File: config.mk
export PLATFORM = sky130hd
export DESIGN_NAME = fir_mac_sequencer
export DESIGN_NICKNAME = d
export VERILOG_FILES = /design/src/rtl/fir_seq_pkg.sv /design/src/rtl/fir_mac_sequencer_mac.sv /design/src/rtl/fir_mac_sequencer.sv
export SDC_FILE = /design/constraint.sdc
export NUM_CORES = 2
export LEC_CHECK = 0
export ABC_CLOCK_PERIOD_IN_PS = 10300
export BUFFER_PORTS_ARGS = -buffer_cell sky130_fd_sc_hd__buf_2
export CORE_MARGIN = 10
export CORE_UTILIZATION = 55
export DETAILED_ROUTE_END_ITERATION = 10
export PLACE_DENSITY = 0.72
export SYNTH_ARGS = -nofsm -noshare
export SYNTH_HDL_FRONTEND = slang
export SYNTH_SLANG_ARGS = --single-unit
File: constraint.sdc
create_clock -name clock -period 10.3 [get_ports clock]
set_input_delay 2.575 -clock clock [delete_from_list [all_inputs] [get_ports clock]]
set_output_delay 2.575 -clock clock [all_outputs]
set_load 0.1 [all_outputs]
File: src/rtl/fir_seq_pkg.sv
// Shared types and helpers for the serial FIR MAC sequencer.
// Saturation helper works on a wide accumulator and returns up to 64 bits.
package fir_seq_pkg;

  typedef enum logic [1:0] {
    IDLE,
    MAC,
    SAT,
    OUT
  } state_t;

  localparam int SAT_IN_W  = 128;
  localparam int SAT_OUT_W = 64;

  function automatic int acc_width(
    input int width,
    input int coef_w,
    input int ncoefs
  );
    return width + coef_w + $clog2(ncoefs);
  endfunction

  function automatic logic [SAT_OUT_W-1:0] sat_shift(
    input logic signed [SAT_IN_W-1:0] acc,
    input int                         frac,
    input int                         width
  );
    logic signed [SAT_IN_W-1:0] sh;
    logic signed [SAT_IN_W-1:0] hi;
    logic signed [SAT_IN_W-1:0] lo;
    sh = acc >>> frac;
    hi = (128'sd1 <<< (width - 1)) - 128'sd1;
    lo = ~hi;
    if (sh > hi)
      return hi[SAT_OUT_W-1:0];
    else if (sh < lo)
      return lo[SAT_OUT_W-1:0];
    else
      return sh[SAT_OUT_W-1:0];
  endfunction

endpackage

File: src/rtl/fir_mac_sequencer_mac.sv
// Signed multiply-accumulate with synchronous clear and enable.
// Clear wins over enable so a new sample always starts from zero.
module fir_mac_unit #(
  parameter int WIDTH  = 32,
  parameter int COEF_W = 16,
  parameter int ACC_W  = 53
) (
  input  logic                     clock,
  input  logic                     reset,
  input  logic                     clear,
  input  logic                     en,
  input  logic signed [WIDTH-1:0]  a,
  input  logic signed [COEF_W-1:0] b,
  output logic signed [ACC_W-1:0]  acc
);

  localparam int PROD_W = WIDTH + COEF_W;

  logic signed [PROD_W-1:0] prod;
  logic signed [ACC_W-1:0]  acc_d;
  logic signed [ACC_W-1:0]  acc_q;

  always_comb begin
    prod  = PROD_W'(a) * PROD_W'(b);
    acc_d = acc_q;
    if (clear)
      acc_d = '0;
    else if (en)
      acc_d = acc_q + ACC_W'(prod);
  end

  always_ff @(posedge clock) begin
    if (reset)
      acc_q <= '0;
    else
      acc_q <= acc_d;
  end

  assign acc = acc_q;

endmodule

File: src/rtl/fir_mac_sequencer.sv
// Serial FIR: circular sample buffer, writable coefficient bank and
// one shared multiplier stepped through every tap per input sample.
module fir_mac_sequencer
  import fir_seq_pkg::*;
#(
  parameter int WIDTH  = 32,
  parameter int NCOEFS = 29,
  parameter int COEF_W = 16,
  parameter int FRAC   = 8
) (
  input  logic                      clock,
  input  logic                      reset,
  input  logic                      in_valid,
  output logic                      in_ready,
  input  logic [WIDTH-1:0]          xn,
  output logic                      out_valid,
  input  logic                      out_ready,
  output logic [WIDTH-1:0]          yn,
  input  logic                      cfg_we,
  input  logic [$clog2(NCOEFS)-1:0] cfg_addr,
  input  logic [COEF_W-1:0]         cfg_data,
  input  logic                      flush,
  output logic                      busy
);

  localparam int PTR_W = $clog2(NCOEFS);
  localparam int ACC_W = acc_width(WIDTH, COEF_W, NCOEFS);
  localparam logic [PTR_W-1:0] LAST = PTR_W'(NCOEFS - 1);
  localparam logic [PTR_W:0]   N_EXT = (PTR_W + 1)'(NCOEFS);

  state_t                   state_q, state_d;
  logic [PTR_W-1:0]         tap_q, tap_d;
  logic [PTR_W-1:0]         wr_ptr_q, wr_ptr_d;
  logic                     out_valid_q, out_valid_d;
  logic [WIDTH-1:0]         yn_q, yn_d;
  logic signed [WIDTH-1:0]  smp_q [NCOEFS];
  logic signed [WIDTH-1:0]  smp_d [NCOEFS];
  logic signed [COEF_W-1:0] coef_q [NCOEFS];
  logic signed [COEF_W-1:0] coef_d [NCOEFS];

  logic                     accept;
  logic [PTR_W-1:0]         rd_idx;
  logic signed [ACC_W-1:0]  acc;

  assign in_ready  = (state_q == IDLE) && !cfg_we && !flush;
  assign accept    = in_valid && in_ready;
  assign busy      = (state_q != IDLE);
  assign out_valid = out_valid_q;
  assign yn        = yn_q;

  // Newest sample pairs with tap 0; wrap without assuming a power of two.
  always_comb begin
    if (tap_q > wr_ptr_q)
      rd_idx = PTR_W'({1'b0, wr_ptr_q} + N_EXT - {1'b0, tap_q});
    else
      rd_idx = wr_ptr_q - tap_q;
  end

  fir_mac_unit #(
    .WIDTH (WIDTH),
    .COEF_W(COEF_W),
    .ACC_W (ACC_W)
  ) u_mac (
    .clock(clock),
    .reset(reset),
    .clear(accept),
    .en   (state_q == MAC),
    .a    (smp_q[rd_idx]),
    .b    (coef_q[tap_q]),
    .acc  (acc)
  );

  always_comb begin
    state_d     = state_q;
    tap_d       = tap_q;
    wr_ptr_d    = wr_ptr_q;
    out_valid_d = out_valid_q;
    yn_d        = yn_q;
    smp_d       = smp_q;
    coef_d      = coef_q;
    case (state_q)
      IDLE: begin
        if (cfg_we && (int'(cfg_addr) < NCOEFS))
          coef_d[cfg_addr] = cfg_data;
        if (flush) begin
          for (int i = 0; i < NCOEFS; i++)
            smp_d[i] = '0;
          wr_ptr_d = '0;
        end
        if (accept) begin
          smp_d[wr_ptr_q] = xn;
          tap_d           = '0;
          state_d         = MAC;
        end
      end
      MAC: begin
        if (tap_q == LAST) begin
          tap_d   = '0;
          state_d = SAT;
        end else begin
          tap_d = tap_q + 1'b1;
        end
      end
      SAT: begin
        yn_d        = WIDTH'(sat_shift(SAT_IN_W'(acc), FRAC, WIDTH));
        out_valid_d = 1'b1;
        state_d     = OUT;
      end
      OUT: begin
        if (out_ready) begin
          out_valid_d = 1'b0;
          wr_ptr_d    = (wr_ptr_q == LAST) ? '0 : wr_ptr_q + 1'b1;
          state_d     = IDLE;
        end
      end
      default: state_d = IDLE;
    endcase
  end

  always_ff @(posedge clock) begin
    if (reset) begin
      state_q     <= IDLE;
      tap_q       <= '0;
      wr_ptr_q    <= '0;
      out_valid_q <= 1'b0;
      yn_q        <= '0;
      for (int i = 0; i < NCOEFS; i++) begin
        smp_q[i]  <= '0;
        coef_q[i] <= '0;
      end
    end else begin
      state_q     <= state_d;
      tap_q       <= tap_d;
      wr_ptr_q    <= wr_ptr_d;
      out_valid_q <= out_valid_d;
      yn_q        <= yn_d;
      smp_q       <= smp_d;
      coef_q      <= coef_d;
    end
  end

endmodule

==> flow_summary.ini <==
[floorplanning]
coreArea_um2 = 149800
die_h_um = 408.3
die_area_um2 = 166700
fp.dieW_um = 408.3
start_util_pct = 55.36
top_level_ports = 94
rows = 142

[cells_and_area]
finalNetCount = 9628
fin_cells = 10990
finalInstanceArea_um2 = 91220
area_growth_pct = 10.01
drive_gt1_share_pct = 12.53

[drt]
dr.pass1.iters = 10
routedWlPerCell_um = 24.47
drtIter0Drc = 9790
drt_wl_total_um = 268900
num_vias = 69360
routed_via_density = 6.313
antenna_left = 0
drc = 0

[place]
portBuffers = 93
placedCellCount = 10660
hpwl_um = 171700
dp_slack_ns = -0.3193
place_area_um2 = 85140
place.gp.congestion = 0.9699

[power]
power_mw = 17.80
irDropWorstVdd_mv = 0.2076
leakagePower_nw = 35.16
pwr_density_cell_nw_per_um2 = 195.1

[grt]
grt_overflow_total = 0
antenna_found_initial = 14
grt_pass1_vias = 68190
track_usage_pct = 31.22
grt_pass1_wl_um = 410500
grt_max_degree = 244

[logic_synthesis]
synthTopCellsByArea = dfxtp_1 36%, fa_1 14%, a22oi_1 8.4%
yosysSeqAreaShare_pct = 35.97
synthCells = 9126
synth_edf_count = 0
yosysWarnings = 0
synth_top_cell_area_share_pct = 35.97
yosys_register_bits = 1490
synthArstFlopShare_pct = 0
yosysTopAreaCell = dfxtp_1
syn_area_um2 = 82920
ys.flop_type = dfxtp_1
synth.net_count = 9908
avgSynthCellArea_um2 = 9.086
ys_types = 81

[critical_path]
reg2regPathDepth = 36
cp_top_family = compound AO/OA/AOI/OAI gates
path_buf_inv = 8
required_ns = 10.96
end_kind = flip-flop
cp_max_fo = 16
start_kind = flip-flop
cp_slowest_cell = a222oi_1
path_class = reg2reg
cp.depth = 36
critPathArrivalTime_ns = 10.72
cpPeakStageDelay_ns = 0.75

[run_status]
outcome = complete, no violations

[timing]
skew_ns = 0.04672
worst_pin_slew_ns = 1.365
finalHoldViolCount = 0
report.final.slew_viol_count = 0
period_share_pct = 97.65
finalSetupViolations = 0
period_needed_ns = 10.06
slew-limit-headroom_pct = 8.689
worst_slack_ns = 0.2424
fmax_mhz = 99.43

[clocking]
clkTransAtPathRegs_ns = 0.06
clock_latency_ns = 0.82
numCtsBuffers = 157
cts_buffer_depth = 3
cts.sinks = 1490
h-tree-depth = 4
root_buffer = clkbuf_16
cts_tree = done

[min_path]
worstHoldPathCells = 2
min_path_type = reg2reg

[flow_run]
maxCapViolations = 0
## cell type report
type | instances | area (µm²)
sequential | 1490 | 29840
antenna | 4 | 10.01
tap | 2016 | 2522
timing repair buffer | 369 | 3008
clock inverter | 52 | 732.0
inverter | 699 | 2624
clock buffer | 229 | 4652
fill | 12450 | 58560
multi-input combinational | 6129 | 47830
## metal layers
layer,wire length [µm],GRT usage (%),vias up
li1,-,-,30130
met1,104300,41.62,34150
met2,117600,47.13,4323
met3,32290,8.098,742
met4,14530,15.26,20
met5,128,0,-
## placed cells by master (no fill, tap or decap), types with 156 or more instances in the layout
master / n
clkbuf_16: 164
inv_1: 696
nor2_1: 1175
a22oi_1: 924
dfxtp_1: 1487
buf_4: 245
a21oi_1: 578
fa_1: 561
ha_1: 156
nand2_1: 1466
mux4_2: 306
## report_power, final
group | total, mW | internal (mW) | switching [mW]
registers | 5.88 | 5.83 | 0.0508
clock network | 5.89 | 3.41 | 2.48
logic | 6.02 | 1.76 | 4.26
total | 17.8 | 11.0 | 6.79
## worst min-delay path, cell delays in order (launching register included)
cell     delay (ns)
dfxtp_1        0.31
nand2_1        0.05
a21oi_1        0.05
## synth_stat cells (all sizes together) (4+ instances only)
cell	n
a21oi	586
o21ai	80
a32oi	5
nor2b	35
dfxtp	1490
and3	30
o21a	31
mux4	307
a21o	47
o31ai	4
ha	162
a221oi	25
o221ai	6
nor4	4
xor2	19
o22a	8
nand3b	6
nand3	22
a211oi	8
o22ai	29
nor3b	7
fa	561
inv	699
mux2	35
clkbuf	689
nand2b	21
nor2	1209
a22oi	924
and2	110
or2	25
o21bai	8
a31oi	35
xnor2	46
or3	12
a222oi	30
nor3	46
nand4	17
buf	119
nand2	1466
o211ai	4
mux2i	123
## registers in the layout (all words and copies together) (netlist names)
signal     cells
coef_q       464
out_valid      1
smp_q        928
state_q        2
tap_q          5
u_mac.acc     53
wr_ptr_q       5
yn            32
## timing repair
item / in CTS / in global routing
setup endpoints to repair: 8 / 18
setup buffers: 1 / 38
cloned: 1 / 5
pin swaps: 2 / 15
resized for setup: 4 / 35
hold endpoints to repair: 0 / 0
hold buffers: 0 / 0
## cells by family after synthesis
group / synth area share [%]
and+or+nand+nor: 14.65
adders and majority gates: 15.99
xor gates and xnor gates: 0.7092
AOI/OAI and AO/OA: 15.04
buffers and inverters: 7.319
muxes: 10.32
DFF: 35.97
## path summary, 6_finish.rpt
path	slack, ns	startpoint	endpoint
min reg2reg	0.45	coef_q[281]	coef_q[281]
max	0.24	tap_q[1]	u_mac.acc[52]
max reg2reg	0.24	tap_q[1]	u_mac.acc[52]
min	0.45	coef_q[281]	coef_q[281]
## stage by stage
stage | TNS, ns | utilization [%] | hold slack (ns)
after floorplan | 0 | - | 0.4331
after global placement | -0.1646 | 56.84 | 0.4384
after detailed placement | -0.9789 | 56.84 | 0.4438
after CTS | 0 | 60.48 | 0.4520
after global routing | -0.1056 | 60.90 | 0.4645
final | 0 | 60.90 | 0.4513
No activity file was read; power rests on OpenSTA's default activity.
